===== src/rtl/audio_fp_pkg.sv =====
// ----------------------------------------------------------------------------
// audio_fp_pkg
// Types and constants shared by the audio sample recorder and the fingerprint
// comparator that consumes its buffer.
//   SAMPLE_W    : width of one signed sample
//   N_SAMPLES   : depth of the capture buffer
//   COUNT_W     : width of the sample counter (holds 0..N_SAMPLES)
//   DEC_W       : width of the decimation counter (DECIM up to 255)
//   sample_t    : one signed sample
//   sample_buf_t: the whole buffer as a flat packed array, index 0 first
//   rec_state_t : recorder FSM states
// ----------------------------------------------------------------------------
package audio_fp_pkg;

    localparam int SAMPLE_W  = 20;
    localparam int N_SAMPLES = 50;
    localparam int COUNT_W   = 6;
    localparam int DEC_W     = 8;

    typedef logic signed [SAMPLE_W-1:0] sample_t;
    typedef logic [N_SAMPLES-1:0][SAMPLE_W-1:0] sample_buf_t;

    typedef enum logic [1:0] {
        IDLE   = 2'd0,
        ARM    = 2'd1,
        RECORD = 2'd2,
        DONE   = 2'd3
    } rec_state_t;

endpackage


===== src/rtl/audio_sample_recorder_if.sv =====
// ----------------------------------------------------------------------------
// audio_sample_recorder_if
// Bundles the recorder's control, sample stream and buffer outputs.
//   record_SW     : arm/hold switch level (master -> slave)
//   sample_valid  : one-cycle strobe qualifying sample_data (master -> slave)
//   sample_data   : incoming signed sample (master -> slave)
//   stored_sample : captured buffer, index 0 = trigger sample (slave -> master)
//   sample_count  : samples written in current/last recording (slave -> master)
//   busy          : recorder armed or recording (slave -> master)
//   record_done   : buffer complete (slave -> master)
// The recorder connects through the slave modport; the sample source and
// buffer consumer use the master modport.
// ----------------------------------------------------------------------------
interface audio_sample_recorder_if;
    import audio_fp_pkg::*;

    logic               record_SW;
    logic               sample_valid;
    sample_t            sample_data;
    sample_buf_t        stored_sample;
    logic [COUNT_W-1:0] sample_count;
    logic               busy;
    logic               record_done;

    modport master (
        output record_SW,
        output sample_valid,
        output sample_data,
        input  stored_sample,
        input  sample_count,
        input  busy,
        input  record_done
    );

    modport slave (
        input  record_SW,
        input  sample_valid,
        input  sample_data,
        output stored_sample,
        output sample_count,
        output busy,
        output record_done
    );

endinterface


===== src/rtl/audio_trigger_detect.sv =====
// ----------------------------------------------------------------------------
// audio_trigger_detect
// Combinational start-trigger check: saturating magnitude of a signed sample
// compared against THRESH.
//   sample_i : signed sample under test
//   hit_o    : 1 when |sample_i| >= THRESH
// The most negative value has no positive counterpart, so its magnitude
// saturates to the largest positive value (all ones on SAMPLE_W-1 bits).
// ----------------------------------------------------------------------------
module audio_trigger_detect #(
    parameter int SAMPLE_W = 20,
    parameter int THRESH   = 1024
) (
    input  logic signed [SAMPLE_W-1:0] sample_i,
    output logic                       hit_o
);

    localparam logic [SAMPLE_W:0] THRESH_V = (SAMPLE_W+1)'(THRESH);

    logic [SAMPLE_W-1:0] raw;
    logic [SAMPLE_W-1:0] neg;
    logic [SAMPLE_W-2:0] mag;

    assign raw = sample_i;
    assign neg = -raw;

    always_comb begin
        mag = raw[SAMPLE_W-2:0];
        if (raw[SAMPLE_W-1]) begin
            // Negating the most negative value leaves the sign bit set.
            if (neg[SAMPLE_W-1]) begin
                mag = '1;
            end else begin
                mag = neg[SAMPLE_W-2:0];
            end
        end
    end

    // Zero-extended so the compare is unsigned on the magnitude bits.
    assign hit_o = {2'b00, mag} >= THRESH_V;

endmodule


===== src/rtl/audio_sample_recorder.sv =====
// ----------------------------------------------------------------------------
// audio_sample_recorder
// Switch-armed capture engine: once armed, waits for a sample whose magnitude
// reaches THRESH, then keeps every DECIM-th valid sample until N_SAMPLES are
// stored. The buffer is held until the next recording overwrites it.
//   clk   : system clock
//   rst_n : asynchronous active-low reset (clears the buffer as well)
//   bus   : audio_sample_recorder_if.slave (switch, sample stream, buffer,
//           sample_count, busy, record_done)
// Parameters: DECIM (1..255) decimation factor, THRESH start magnitude
// (0 starts on the first valid sample).
// ----------------------------------------------------------------------------
module audio_sample_recorder
    import audio_fp_pkg::*;
#(
    parameter int DECIM  = 1,
    parameter int THRESH = 1024
) (
    input  logic                    clk,
    input  logic                    rst_n,
    audio_sample_recorder_if.slave  bus
);

    localparam logic [DEC_W-1:0]   DEC_LAST  = DEC_W'(DECIM - 1);
    // Phase of the sample after the trigger: 1 mod DECIM.
    localparam logic [DEC_W-1:0]   DEC_START = (DECIM == 1) ? '0 : DEC_W'(1);
    localparam logic [COUNT_W-1:0] LAST_IDX  = COUNT_W'(N_SAMPLES - 1);

    rec_state_t         state_q;
    logic               sw_hist_q;
    logic               rise_q;
    logic [COUNT_W-1:0] count_q;
    logic [DEC_W-1:0]   dec_q;
    logic               busy_q;
    logic               done_q;
    sample_t            buf_q [N_SAMPLES];

    logic trig_hit;
    logic keep_d;
    logic last_write_d;

    audio_trigger_detect #(
        .SAMPLE_W (SAMPLE_W),
        .THRESH   (THRESH)
    ) u_trigger (
        .sample_i (bus.sample_data),
        .hit_o    (trig_hit)
    );

    assign keep_d       = (dec_q == '0);
    assign last_write_d = (count_q == LAST_IDX);

    // A switch edge is registered into rise_q first, so busy rises two
    // clocks after the switch goes high. Abort uses the live switch level,
    // and its assignments come last so they override a completing write's
    // state change while the write itself still lands.
    always_ff @(posedge clk or negedge rst_n) begin
        if (!rst_n) begin
            state_q   <= IDLE;
            sw_hist_q <= 1'b0;
            rise_q    <= 1'b0;
            count_q   <= '0;
            dec_q     <= '0;
            busy_q    <= 1'b0;
            done_q    <= 1'b0;
            for (int i = 0; i < N_SAMPLES; i++) begin
                buf_q[i] <= '0;
            end
        end else begin
            sw_hist_q <= bus.record_SW;
            rise_q    <= bus.record_SW & ~sw_hist_q;

            case (state_q)
                IDLE: begin
                    if (rise_q) begin
                        state_q <= ARM;
                        busy_q  <= 1'b1;
                        count_q <= '0;
                        dec_q   <= '0;
                    end
                end

                ARM: begin
                    if (bus.sample_valid && trig_hit) begin
                        buf_q[0] <= bus.sample_data;
                        count_q  <= COUNT_W'(1);
                        dec_q    <= DEC_START;
                        state_q  <= RECORD;
                    end
                    if (!bus.record_SW) begin
                        state_q <= IDLE;
                        busy_q  <= 1'b0;
                    end
                end

                RECORD: begin
                    if (bus.sample_valid) begin
                        if (keep_d && (count_q <= LAST_IDX)) begin
                            buf_q[count_q] <= bus.sample_data;
                            count_q        <= count_q + COUNT_W'(1);
                            if (last_write_d) begin
                                state_q <= DONE;
                                busy_q  <= 1'b0;
                                done_q  <= 1'b1;
                            end
                        end
                        dec_q <= (dec_q == DEC_LAST) ? '0 : dec_q + DEC_W'(1);
                    end
                    if (!bus.record_SW) begin
                        state_q <= IDLE;
                        busy_q  <= 1'b0;
                        done_q  <= 1'b0;
                    end
                end

                DONE: begin
                    if (!bus.record_SW) begin
                        state_q <= IDLE;
                        done_q  <= 1'b0;
                    end
                end

                default: begin
                    state_q <= IDLE;
                    busy_q  <= 1'b0;
                    done_q  <= 1'b0;
                end
            endcase
        end
    end

    assign bus.sample_count = count_q;
    assign bus.busy         = busy_q;
    assign bus.record_done  = done_q;

    generate
        for (genvar gi = 0; gi < N_SAMPLES; gi++) begin : g_out
            assign bus.stored_sample[gi] = buf_q[gi];
        end
    endgenerate

endmodule

===== src/flat_wrapper.sv =====
// flat-port wrapper written by rule: the top's interface ports become plain ports
module audio_sample_recorder_flat import audio_fp_pkg::*;
#(
    parameter int DECIM  = 1,
    parameter int THRESH = 1024
)
  (clk, rst_n, bus_record_SW, bus_sample_valid, bus_sample_data, bus_stored_sample, bus_sample_count, bus_busy, bus_record_done);
  audio_sample_recorder_if bus_i ();
  input  logic clk;
  input  logic rst_n;
  input wire logic [$bits(bus_i.record_SW)-1:0] bus_record_SW;
  input wire logic [$bits(bus_i.sample_valid)-1:0] bus_sample_valid;
  input wire logic [$bits(bus_i.sample_data)-1:0] bus_sample_data;
  output wire logic [$bits(bus_i.stored_sample)-1:0] bus_stored_sample;
  output wire logic [$bits(bus_i.sample_count)-1:0] bus_sample_count;
  output wire logic [$bits(bus_i.busy)-1:0] bus_busy;
  output wire logic [$bits(bus_i.record_done)-1:0] bus_record_done;
  assign bus_i.record_SW = bus_record_SW;
  assign bus_i.sample_valid = bus_sample_valid;
  assign bus_i.sample_data = bus_sample_data;
  assign bus_stored_sample = bus_i.stored_sample;
  assign bus_sample_count = bus_i.sample_count;
  assign bus_busy = bus_i.busy;
  assign bus_record_done = bus_i.record_done;
  audio_sample_recorder #(.DECIM(DECIM), .THRESH(THRESH)) u_core (.clk(clk), .rst_n(rst_n), .bus(bus_i));
endmodule

===== config.mk =====
export PLATFORM = sky130hd
export DESIGN_NAME = audio_sample_recorder_flat
export DESIGN_NICKNAME = d
export VERILOG_FILES = /design/src/rtl/audio_fp_pkg.sv /design/src/rtl/audio_sample_recorder_if.sv /design/src/rtl/audio_trigger_detect.sv /design/src/rtl/audio_sample_recorder.sv /design/src/flat_wrapper.sv
export SDC_FILE = /design/constraint.sdc
export NUM_CORES = 1
export LEC_CHECK = 0
export CAP_MARGIN = 20
export CORE_AREA = 8 8 398 400
export CTS_CLUSTER_DIAMETER = 60
export CTS_CLUSTER_SIZE = 12
export DETAILED_ROUTE_END_ITERATION = 6
export DIE_AREA = 0 0 406 408
export SETUP_SLACK_MARGIN = 0.5
export SYNTH_ARGS = -nofsm -noshare
export SYNTH_HDL_FRONTEND = slang
export SYNTH_HIERARCHICAL = 1
export SYNTH_SLANG_ARGS = --single-unit

===== constraint.sdc =====
create_clock -name clk -period 3.55 [get_ports clk]
set_input_delay 0.5325 -clock clk [delete_from_list [all_inputs] [get_ports clk]]
set_output_delay 0.5325 -clock clk [all_outputs]
set_load 0.01 [all_outputs]

# Word-level counts from Yosys, hierarchy flattened

Index checks and enable logic that the tools add are counted.

Bits in registers: 1020
Bits in latches: 0
Memory bits (writable): 0
Memory bits (read-only): 0
Input bits: 24
Output and inout bits: 1008
Logic and storage cells: 136
Memories kept: 0

Add/subtract/negate cells: 3
Multiply operators: 0
Div/mod/pow operators: 0
$lt $le $gt $ge: 4
Equality and inequality tests: 14
Shift-type cells: 0
Mux-type cells: 40
Bitwise gates (word level): 3
Reductions and logical operators: 15

Operators with widths:

| operator               | count |
|---|---|
| $mux W1000             | 2 |
| $bwmux W1000           | 1 |
| $demux W20 S6          | 1 |
| $mux W20               | 2 |
| $pmux W20 S2           | 1 |
| $mux W19               | 2 |
| $mux W8                | 4 |
| $mux W6                | 4 |
| $pmux W8 S3            | 1 |
| $neg A20 Y20           | 1 |
| $ge A19 B11 Y1 const B | 1 |
| $pmux W6 S3            | 1 |
| $mux W2                | 8 |
| $reduce_and A6 Y1      | 2 |
| $mux W1                | 10 |
| $reduce_and A5 Y1      | 2 |
| $ne A3 B2 Y1 const B   | 3 |
| $add A8 B1 Y8 const B  | 1 |
| $logic_not A8 Y1       | 1 |
| $pmux W2 S4            | 1 |
| $reduce_and A4 Y1      | 2 |
| $ge A7 B7 Y1 const B   | 1 |
| $lt A7 B1 Y1 const B   | 1 |
| $not A6 Y7             | 1 |
| 17 further kinds       | 25 |

# Longest topological paths before layout

Gate-level depths: netlist (run 1).

Word-level depth: 9
Gate-level depth with buffers: 11
Gate-level depth less buffers: 11

# Hierarchy

The synthesis (run 1) kept the hierarchy.

Modules (own cells, without submodules):

| module                | times used | cells each | area an instance (µm²) | seq. area each (µm²) |
|---|---|---|---|---|
| audio_sample_recorder | 1          | 2488       | 39085.0                | 25524.5 |
| audio_trigger_detect  | 1          | 43         | 321.6                  | 0.0 |

# Worst setup path after synthesis (run 1)

OpenSTA, ideal clock, no wires.

Path kind: in2reg
Start point: in bus_sample_data[5]
End point: reg u_core.count_q[5] (netlist: u_core/bus.sample_count[5])
Library setup time: 0.110 ns
Arrival: 2.539 ns
Required time: 3.440 ns
Slack: 0.901 ns
Stages on the path: 9
Path buffers: 0
Cells stage by stage: nor4_4 nand4_1 xnor2_1 a31o_1 nand4_1 nand2b_1 o2111ai_1 or3_1 o41ai_1

Longest elaborated chain between the ends: 7

Ends and longest elaborated chain:

| element                         | RTL line                     | RTL |
|---|---|---|
| start, declared                 | flat_wrapper.sv:13           | `input wire logic [$bits(bus_i.sample_data)-1:0] bus_sample_data;` |
| $neg A20 Y20                    | audio_trigger_detect.sv:25   | `assign neg = -raw;` |
| $mux W19                        | audio_trigger_detect.sv:31   | `if (neg[SAMPLE_W-1]) begin` |
| $mux W19 (*)                    | audio_trigger_detect.sv:29   | `if (raw[SAMPLE_W-1]) begin` |
| $ge A19 B11 Y1 (*)              | audio_trigger_detect.sv:40   | `assign hit_o = {2'b00, mag} >= THRESH_V;` |
| named net u_core.trig_hit       | audio_sample_recorder.sv:38  | `logic trig_hit;` |
| $logic_and A1 B1 Y1 (*)         | audio_sample_recorder.sv:84  | `if (bus.sample_valid && trig_hit) begin` |
| $ne A2 B1 Y1 (no line) (*)      | -                            |  |
| $reduce_and A5 Y1 (no line) (*) | -                            |  |
| end signal, assigned            | audio_sample_recorder.sv:100 | `count_q <= count_q + COUNT_W'(1);` |
| end, declared                   | audio_sample_recorder.sv:32  | `logic [COUNT_W-1:0] count_q;` |

The timed path passes the listed nets; every way through them passes the cells marked *.
A chain may end at the register's enable or synchronous reset.

# Worst setup path in the final report (run 1)

Start point: reg u_core.count_q[0] (netlist: u_core/bus.sample_count[0])
End point: out bus_sample_count[0]

RTL lines:

| element       | RTL line           | RTL |
|---|---|---|
| end, declared | flat_wrapper.sv:15 | `output wire logic [$bits(bus_i.sample_count)-1:0] bus_sample_count;` |

No word-level cell between the ends.

==> flow_summary.rst, run 1 <==
.. list-table::
   :header-rows: 1

   * - Metric
     - Value
   * - Pwr/cell area
     - between 400 and 500 nW/um2
   * - Peak VDD IR
     - roughly 0.00047 V
   * - Area growth from synthesis to final layout
     - 41.6%
   * - Result of the run
     - finished with violations
   * - Class of the tightest hold or removal check
     - primary input to register
   * - Internal power
     - roughly 19,000 uW
   * - Total number of vias
     - between 20k and 30k
   * - Required time at the worst-slack endpoint
     - 3.02 ns
   * - Count of flip-flops with a built-in enable after synthesis
     - 0
   * - Clk Tree Root Cell
     - clkbuf_16
   * - Total Die Area
     - roughly 170,000 um2
   * - Worst-case headroom to the max-slew limit
     - ~29%
   * - Syn Std Cell Area
     - slightly below 40,000 um2
   * - Number of H-tree levels
     - 3
   * - Area of the multi-input gates
     - between 10,000 and 15,000 um2
   * - Sum of negative setup slack
     - 0 ns
   * - Syn avg cell area
     - 15.6 um2
   * - Largest buffer count on any clock path
     - 3
   * - Leakage power
     - approximately 0.027 uW
   * - Final wirelength
     - 159,000 um
   * - Clk sink count
     - just over 1k
   * - Post-synthesis net count
     - about 2.6k
   * - Core ar.
     - between 150,000 and 200,000 um2
   * - Overall global routing resource usage
     - 18.5%
   * - Detailed-route wire length per cell
     - ~28 um
   * - Total of endpoints with negative setup slack in the final report
     - 0
   * - Asr flop ratio synth
     - between 90% and 100%
   * - Placer Congestion
     - between 0.7 and 0.8
   * - Floorplan row count
     - roughly 140
   * - Starting utilization of the core area
     - roughly a quarter
   * - First-pass GRT wire length
     - around 220,000 um
   * - Antenna violations before repair
     - 19
   * - Count of nets after finishing
     - 3,619
   * - Cell count after synthesis
     - between 2k and 3k
   * - Hold Fails Final Rpt
     - 0
   * - Via count of the first global-routing pass
     - roughly 27k
   * - Maximum fanout along the worst path
     - 14
   * - PortBufs
     - 1,031
   * - Clock network latency to the later pin of the worst-skew pair
     - 0.73 ns
   * - Fraction of power consumed by combinational cells
     - between 9 and 10%
   * - Actual transition at the worst max-transition pin
     - between 1 and 1.5 ns
   * - Drt via density
     - 4.52
   * - Chip width
     - ~410 um
   * - Detail Placement HPWL
     - 112,000 um
   * - Worst Setup End Kind
     - output port
   * - Startpoint Class
     - register
   * - Number of non-filler instances in the completed layout
     - about 5.7k
   * - Fraction of power consumed by sequential logic
     - just under 50%
   * - Clock network fraction of design power
     - between 40% and 50%
   * - Drt first-iter violations
     - around 1.3k
   * - CTS tree
     - done
   * - Share of cells above drive strength 1
     - a little over a third
   * - Count of different cell masters after synthesis
     - 56
   * - Worst-case clock skew
     - approximately 0.045 ns
   * - Sequential Area
     - 25,500 um2
   * - Detailed-route DRC error count
     - 0
   * - Synth warn
     - 6
   * - Chip Height
     - a little over 400 um
   * - RSZ-0062 raised after global routing
     - no
   * - Placed cell count
     - 5,521
   * - Count of filler cells inserted in the layout
     - between 10k and 15k
   * - Post-route ant nets
     - 1
   * - Clock Pin Slew Worst Setup and Hold Paths
     - around 0.060 ns
   * - Slew Limit Fails
     - 0
   * - Shortest period the worst path allows
     - approximately 2.9 ns
   * - Post-synthesis register bit count
     - approximately 1.0k
   * - Clock buffers created by TritonCTS
     - 104
   * - Violated checks
     - antenna rules
   * - Max-cap violations
     - 0
   * - Total grt overflow
     - 0
   * - Largest net degree at the start of global routing
     - 82
   * - Data arrival at the endpoint of the critical path
     - approximately 2.3 ns
   * - Net switching component of the power
     - just over 6000 uW
   * - Most used flip-flop cell after synthesis
     - dfrtp_1
   * - WS Path Type
     - register to output port
   * - I/O pins
     - 1,032
   * - Fin crit share
     - about four fifths
   * - Switching portion of total power
     - between 20% and 30%
   * - Portion of the post-synthesis area used by sequential elements
     - between 60 and 70%
   * - Highest clock rate
     - 349 MHz
   * - Reg-to-reg setup timing slack
     - roughly 0.68 ns
   * - TritonRoute pass-1 iters
     - 5
## cell usage in the layout, fill, tap and decap left out, types with 4 or more instances in the layout
cell type	Yosys	final
buf_12	0	18
buf_4	0	132
bufinv_16	0	5
clkbuf_1	162	4
clkbuf_16	0	104
clkbuf_8	0	5
clkdlybuf4s50_1	0	1009
clkinv_16	0	4
clkinv_2	0	5
dfrtp_1	1020	1020
diode_2	0	10
ha_1	11	11
inv_1	32	32
inv_6	0	5
inv_8	0	4
mux2_2	961	961
mux2_4	20	20
mux2i_1	24	24
nand2_1	66	64
nand2b_1	8	8
nand3_1	19	16
nand3_2	2	5
nand4_1	11	11
nor2_1	32	28
nor2b_1	8	7
nor3_1	18	12
nor3_2	1	7
nor4_1	7	4
o21ai_0	21	20
o31ai_1	7	7
or3_1	6	6
## power by group through the flow
stage | sequential (uW) | clock, uW | combinational [uW]
detailed placement | 12300 | 0 | 2300
global placement | 12300 | 0 | 2280
finish | 12100 | 10400 | 2250
CTS | 12100 | 10800 | 2310
global route | 12100 | 11200 | 2420
floorplan | 12400 | 0 | 673
## critical path: stages, from the launching register on
cell	delay, ns
dfrtp_1	0.70
buf_4	0.25
clkdlybuf4s50_1	0.69
## cell type report
class	count	share of cell area, %
Tap cell	2044	4.58
Inverter	32	0.215
Clock buffer	113	4.81
Clock inverter	26	0.745
Antenna cell	10	0.0449
Timing Repair Buffer	1162	20.6
Multi-Input combinational cell	1264	23.3
Sequential cell	1020	45.8
## timing repair
action / CTS / global route
resized for setup: 2 / 1
setup buffers: 0 / 0
pin swaps: 0 / 0
endpoints found under the setup margin: 37 / 5
hold endpoints to repair: 41 / 0
gates cloned: 0 / 0
hold buffers: 1 / 0
## cell families after synthesis
logic type,after synthesis,synth area share (%)
muxes,1005,28.8
adders and majority gates,11,0.349
xor gates and xnor gates,2,0.0445
buffers and inverters,247,2.55
AOI/OAI and AO/OA,52,0.886
DFF,1020,64.8
and+or+nand+nor,194,2.57
## per-stage QoR
stage	utilization [%]	cell area, um2	power, uW	setup WS (ns)	hold WS (ns)
2_1_floorplan	-	39400	13000	0.901	0.237
3_3_place_gp	34.5	52600	14600	0.353	0.380
3_5_place_dp	34.5	52600	14600	0.313	0.386
4_1_cts	36.5	55800	25200	0.589	0.154
5_1_grt	36.5	55800	25700	0.502	0.199
6_report	36.6	55800	24700	0.681	0.249
## metal layers
metal  track usage, %  share of wire, %  up-vias
met3             6.15               8.9      246
met2             31.1                48      962
met5                0                 0        -
li1                 -                 -    10911
met1             22.1                39    13524
met4             6.78               3.8        0
## path summary, 6_finish.rpt
kind,from,to,cells after the start
max reg2reg,u_core/dec_q[0],u_core/bus.stored_sample[485],7
min in group asynchronous,rst_n,u_core/bus.stored_sample[293],2
max,u_core/bus.sample_count[0],bus_sample_count[0],2
max in group asynchronous,rst_n,u_core/bus.stored_sample[597],3
min reg2reg,u_core/sw_hist_q,u_core/rise_q,1
min,bus_sample_data[6],u_core/bus.stored_sample[986],2
## synth_stat cells (2+ instances only)
cell,instances,area share (%)
a21oi_1,2,0.025
a22o_1,2,0.044
a31oi_1,3,0.048
and3_1,2,0.032
and4b_1,2,0.051
buf_2,50,0.64
buf_6,2,0.057
clkbuf_1,162,1.5
dfrtp_1,1020,65
ha_1,11,0.35
inv_1,32,0.30
mux2_2,961,27
mux2_4,20,0.76
mux2i_1,24,0.61
nand2_1,66,0.63
nand2b_1,8,0.13
nand3_1,19,0.24
nand3_2,2,0.051
nand4_1,11,0.17
nor2_1,32,0.30
nor2b_1,8,0.13
nor3_1,18,0.23
nor4_1,7,0.11
nor4_4,2,0.11
o21a_1,2,0.038
o21ai_0,21,0.27
o31ai_1,7,0.13
or3_1,6,0.095
or4_1,2,0.038
## state kept, by name (all words and copies together), names as in the netlist
name,cells
u_core/sw_hist_q,1
u_core/rise_q,1
u_core/bus.record_done,1
u_core/dec_q,8
u_core/state_q,2
u_core/bus.sample_count,6
u_core/bus.stored_sample,1000
u_core/bus.busy,1
Note: power is estimated with default switching activity, not from simulation.
==> run 2, diff against run 1 <==
Clock period 3.55 ns to 2.52 ns, I/O delays scaled along.
==> run 2 against run 1 <==
Against the previous run: the flow finishes with violations (setup timing); utilization up 2.5 points; critical path depth up 6; global-route usage grew 0.25 points; final cell count up 2.8%; worst hold slack worse by 0.14 ns; sequential power is 40% higher; highest routed layer unchanged.
==> flow_summary.rst, run 2 (same netlist as run 1, synthesis figures left out) <==
.. list-table::
   :header-rows: 1

   * - Metric
     - Value
   * - Result of the run
     - finished with violations
   * - Violated checks
     - setup timing
   * - Final wirelength
     - 172,000 um (+8.3%)
   * - Total number of vias
     - 26.5k (+3.2%)
   * - Chip Height
     - 408 um (unchanged)
   * - Count of filler cells inserted in the layout
     - 14.4k (-1.9%)
   * - Hold Fails Final Rpt
     - 0 (unchanged)
   * - Share of cells above drive strength 1
     - 39.9% (+4.0 points)
   * - Slew Limit Fails
     - 0 (unchanged)
   * - Pwr/cell area
     - 595 nW/um2 (+34%)
   * - Reg-to-reg setup timing slack
     - -0.09 ns (-0.77 ns)
   * - Starting utilization of the core area
     - 25.8% (unchanged)
   * - Placer Congestion
     - 0.785 (-0.86%)
   * - Slowest stage delay, CP
     - 0.52 ns (-0.18 ns)
   * - Chip width
     - 406 um (unchanged)
   * - First-pass GRT wire length
     - 223,000 um (+1.1%)
   * - Max reg flops
     - 1,000 (unchanged)
   * - Clk Tree Root Cell
     - clkbuf_16
   * - Worst-case headroom to the max-slew limit
     - 30.9% (+2.1 points)
   * - Clock buffers created by TritonCTS
     - 105 (+0.96%)
   * - Data arrival at the endpoint of the critical path
     - 3.19 ns (+0.85 ns)
   * - Overall global routing resource usage
     - 18.8% (+0.25 points)
   * - Max-cap violations
     - 0 (unchanged)
   * - Antenna violations before repair
     - 14 (-5)
   * - Detailed-route wire length per cell
     - 29.5 um (+5.3%)
   * - Startpoint Class
     - register
   * - Peak VDD IR
     - 0.000563 V (+21%)
   * - Most used cells in the layout excluding fill and tap cells
     - dfrtp_1, clkdlybuf4s50_1, mux2_2, clkbuf_16, buf_4
   * - Worst Setup End Kind
     - register
   * - Number of H-tree levels
     - 3 (unchanged)
   * - Total grt overflow
     - 0 (unchanged)
   * - Number of non-filler instances in the completed layout
     - 5,832 (+2.8%)
   * - Actual transition at the worst max-transition pin
     - 1.04 ns (-0.0315 ns)
   * - Detailed-route DRC error count
     - 0 (unchanged)
   * - Count of nets after finishing
     - 3,767 (+4.1%)
   * - RSZ-0062 raised after global routing
     - yes
   * - Placed cell count
     - 5,576 (+1.0%)
   * - Highest clock rate
     - approximately 380 MHz
   * - Class of the tightest hold or removal check
     - primary input to register
   * - Core ar.
     - 153,000 um2 (unchanged)
   * - Reg2Reg Launch Point
     - u_core/dec_q[0]
   * - Required time at the worst-slack endpoint
     - 3.10 ns (+0.08 ns)
   * - Worst-case clock skew
     - 0.0367 ns (-0.00783 ns)
   * - Leakage power
     - 0.0284 uW (+6.2%)
   * - Final worst setup slack
     - -0.0906 ns (-0.771 ns)
   * - Area growth from synthesis to final layout
     - 51.4%
   * - Launch point of the critical path
     - u_core/dec_q[0]
   * - TritonRoute pass-1 iters
     - 5 (unchanged)
   * - Maximum fanout along the worst path
     - 20 (+6)
   * - Final core utilization
     - 39.1% (+2.5 points)
   * - Largest net degree at the start of global routing
     - 97 (+18%)
   * - Drt via density
     - 4.54 (+0.39%)
   * - Worst setup slack before clock tree synthesis
     - -0.994 ns (-1.31 ns)
   * - Worst min-delay path startpoint
     - bus_sample_data[19]
   * - WS Path Type
     - register to register
   * - Hold Path Cell Cnt
     - 3 (+1)
   * - I/O pins
     - 1,032 (unchanged)
   * - Reg2Reg Depth
     - 8 (+1)
   * - Clock Pin Slew Worst Setup and Hold Paths
     - 0.06 ns (about the same)
   * - PortBufs
     - 1,031 (unchanged)
   * - Capturing point of the worst reg2reg path
     - u_core/bus.stored_sample[492]
   * - Via count of the first global-routing pass
     - 27.7k (+1.5%)
   * - Total of endpoints with negative setup slack in the final report
     - 152 (+152)
   * - Largest buffer count on any clock path
     - 3 (unchanged)
   * - Ordered cell list for the critical path
     - inv_2 -> ha_4 -> nor4b_4 -> nand3_2 -> or4_4 -> or3_4 -> buf_12 -> mux2_4
   * - Clock network latency to the later pin of the worst-skew pair
     - 0.73 ns (about the same)
   * - Most common cell after layout, fill and taps aside
     - dfrtp_1
   * - Clk sink count
     - 1,020 (unchanged)
   * - Total Die Area
     - 166,000 um2 (unchanged)
   * - Worst-path cell with the longest stage delay
     - or4_4
   * - Endpoint of the worst hold-timing path
     - u_core/bus.stored_sample[839]
   * - Floorplan row count
     - 144 (unchanged)
   * - Drt first-iter violations
     - 1,171 (-13%)
   * - CTS tree
     - done
   * - Detail Placement HPWL
     - 114,000 um (+2.1%)
   * - Fin crit share
     - 104%
   * - Post-route ant nets
     - 0 (-1)
   * - Shortest period the worst path allows
     - around 2.6 ns
## run 2: changes by cell type in the layout (fill, tap and decap cells not counted), sizes merged
cell	before	now
buf	151	263
clkinvlp	2	1
diode	10	20
clkdlybuf4s50	1009	1005
clkinv	10	11
inv	41	42
clkbuf	113	155
## run 2: worst max-delay path by stage
stage	end	slack, ns	depth (start not counted)
detailed placement	u_core/bus.stored_sample[0]	-0.99	10
global placement	u_core/bus.stored_sample[5]	-0.96	10
finish	u_core/bus.stored_sample[492]	-0.09	8
global route	u_core/bus.stored_sample[481]	-0.19	8
CTS	u_core/bus.stored_sample[481]	-0.07	8
floorplan	u_core/bus.stored_sample[480]	0.08	8
## run 2: per-stage QoR
step | TNS (ns) | area [um2] | hold WS (ns) | power [uW]
4_1_cts | -0.930 | 57500 | 0.0266 | 35900
3_5_place_dp | -40.74 | 54000 | 0.387 | 20700
2_1_floorplan | 0 | 39900 | 0.0824 | 18500
5_1_grt | -52.36 | 59600 | 0.0407 | 36800
6_report | -3.91 | 59700 | 0.105 | 35500
3_3_place_gp | -42.09 | 54000 | 0.382 | 20700
## run 2: worst max-delay path, delay by kind of cell (launching register included)
kind	cells	cell delay [ns]
AND/OR/NAND/NOR	4	1.33
flip-flops	1	0.39
multiplexers	1	0.33
buffers and inverters	2	0.25
adder cells (fa/ha/maj)	1	0.12
## run 2: area by class of cell
class | instances | area (um2) | share of cell area [%]
antenna | 20 | 50.0 | 0.0839
clock buffer | 116 | 2700 | 4.53
clock inverter | 27 | 435 | 0.730
inverter | 32 | 120 | 0.201
multi-input combinational | 1264 | 14000 | 23.4
sequential | 1020 | 25500 | 42.8
tap | 2044 | 2560 | 4.29
timing repair buffer | 1309 | 14300 | 24.0
## run 2: what timing repair did
action,4_1_cts,5_1_grt
hold endpoints to repair,50,0
resized for setup,48,163
setup buffers,10,27
cloned,3,52
pin swaps,11,16
endpoints found under the setup margin,2016,2020
hold buffers,1,0
## run 2: routing by layer
metal / GRT usage [%] / share of wire [%]
met4: 7.35 / 4.0
met2: 32.5 / 50
met1: 22.0 / 39
met5: 0 / 0
met3: 5.29 / 7.0
## run 2: report_power, final
part / internal (uW) / switching, uW / leakage (uW)
Sequential: 16800 / 208 / 0.0142
Clock: 8170 / 6650 / 0.00153
Combinational: 1530 / 2170 / 0.0127
Total: 26500 / 9030 / 0.0284
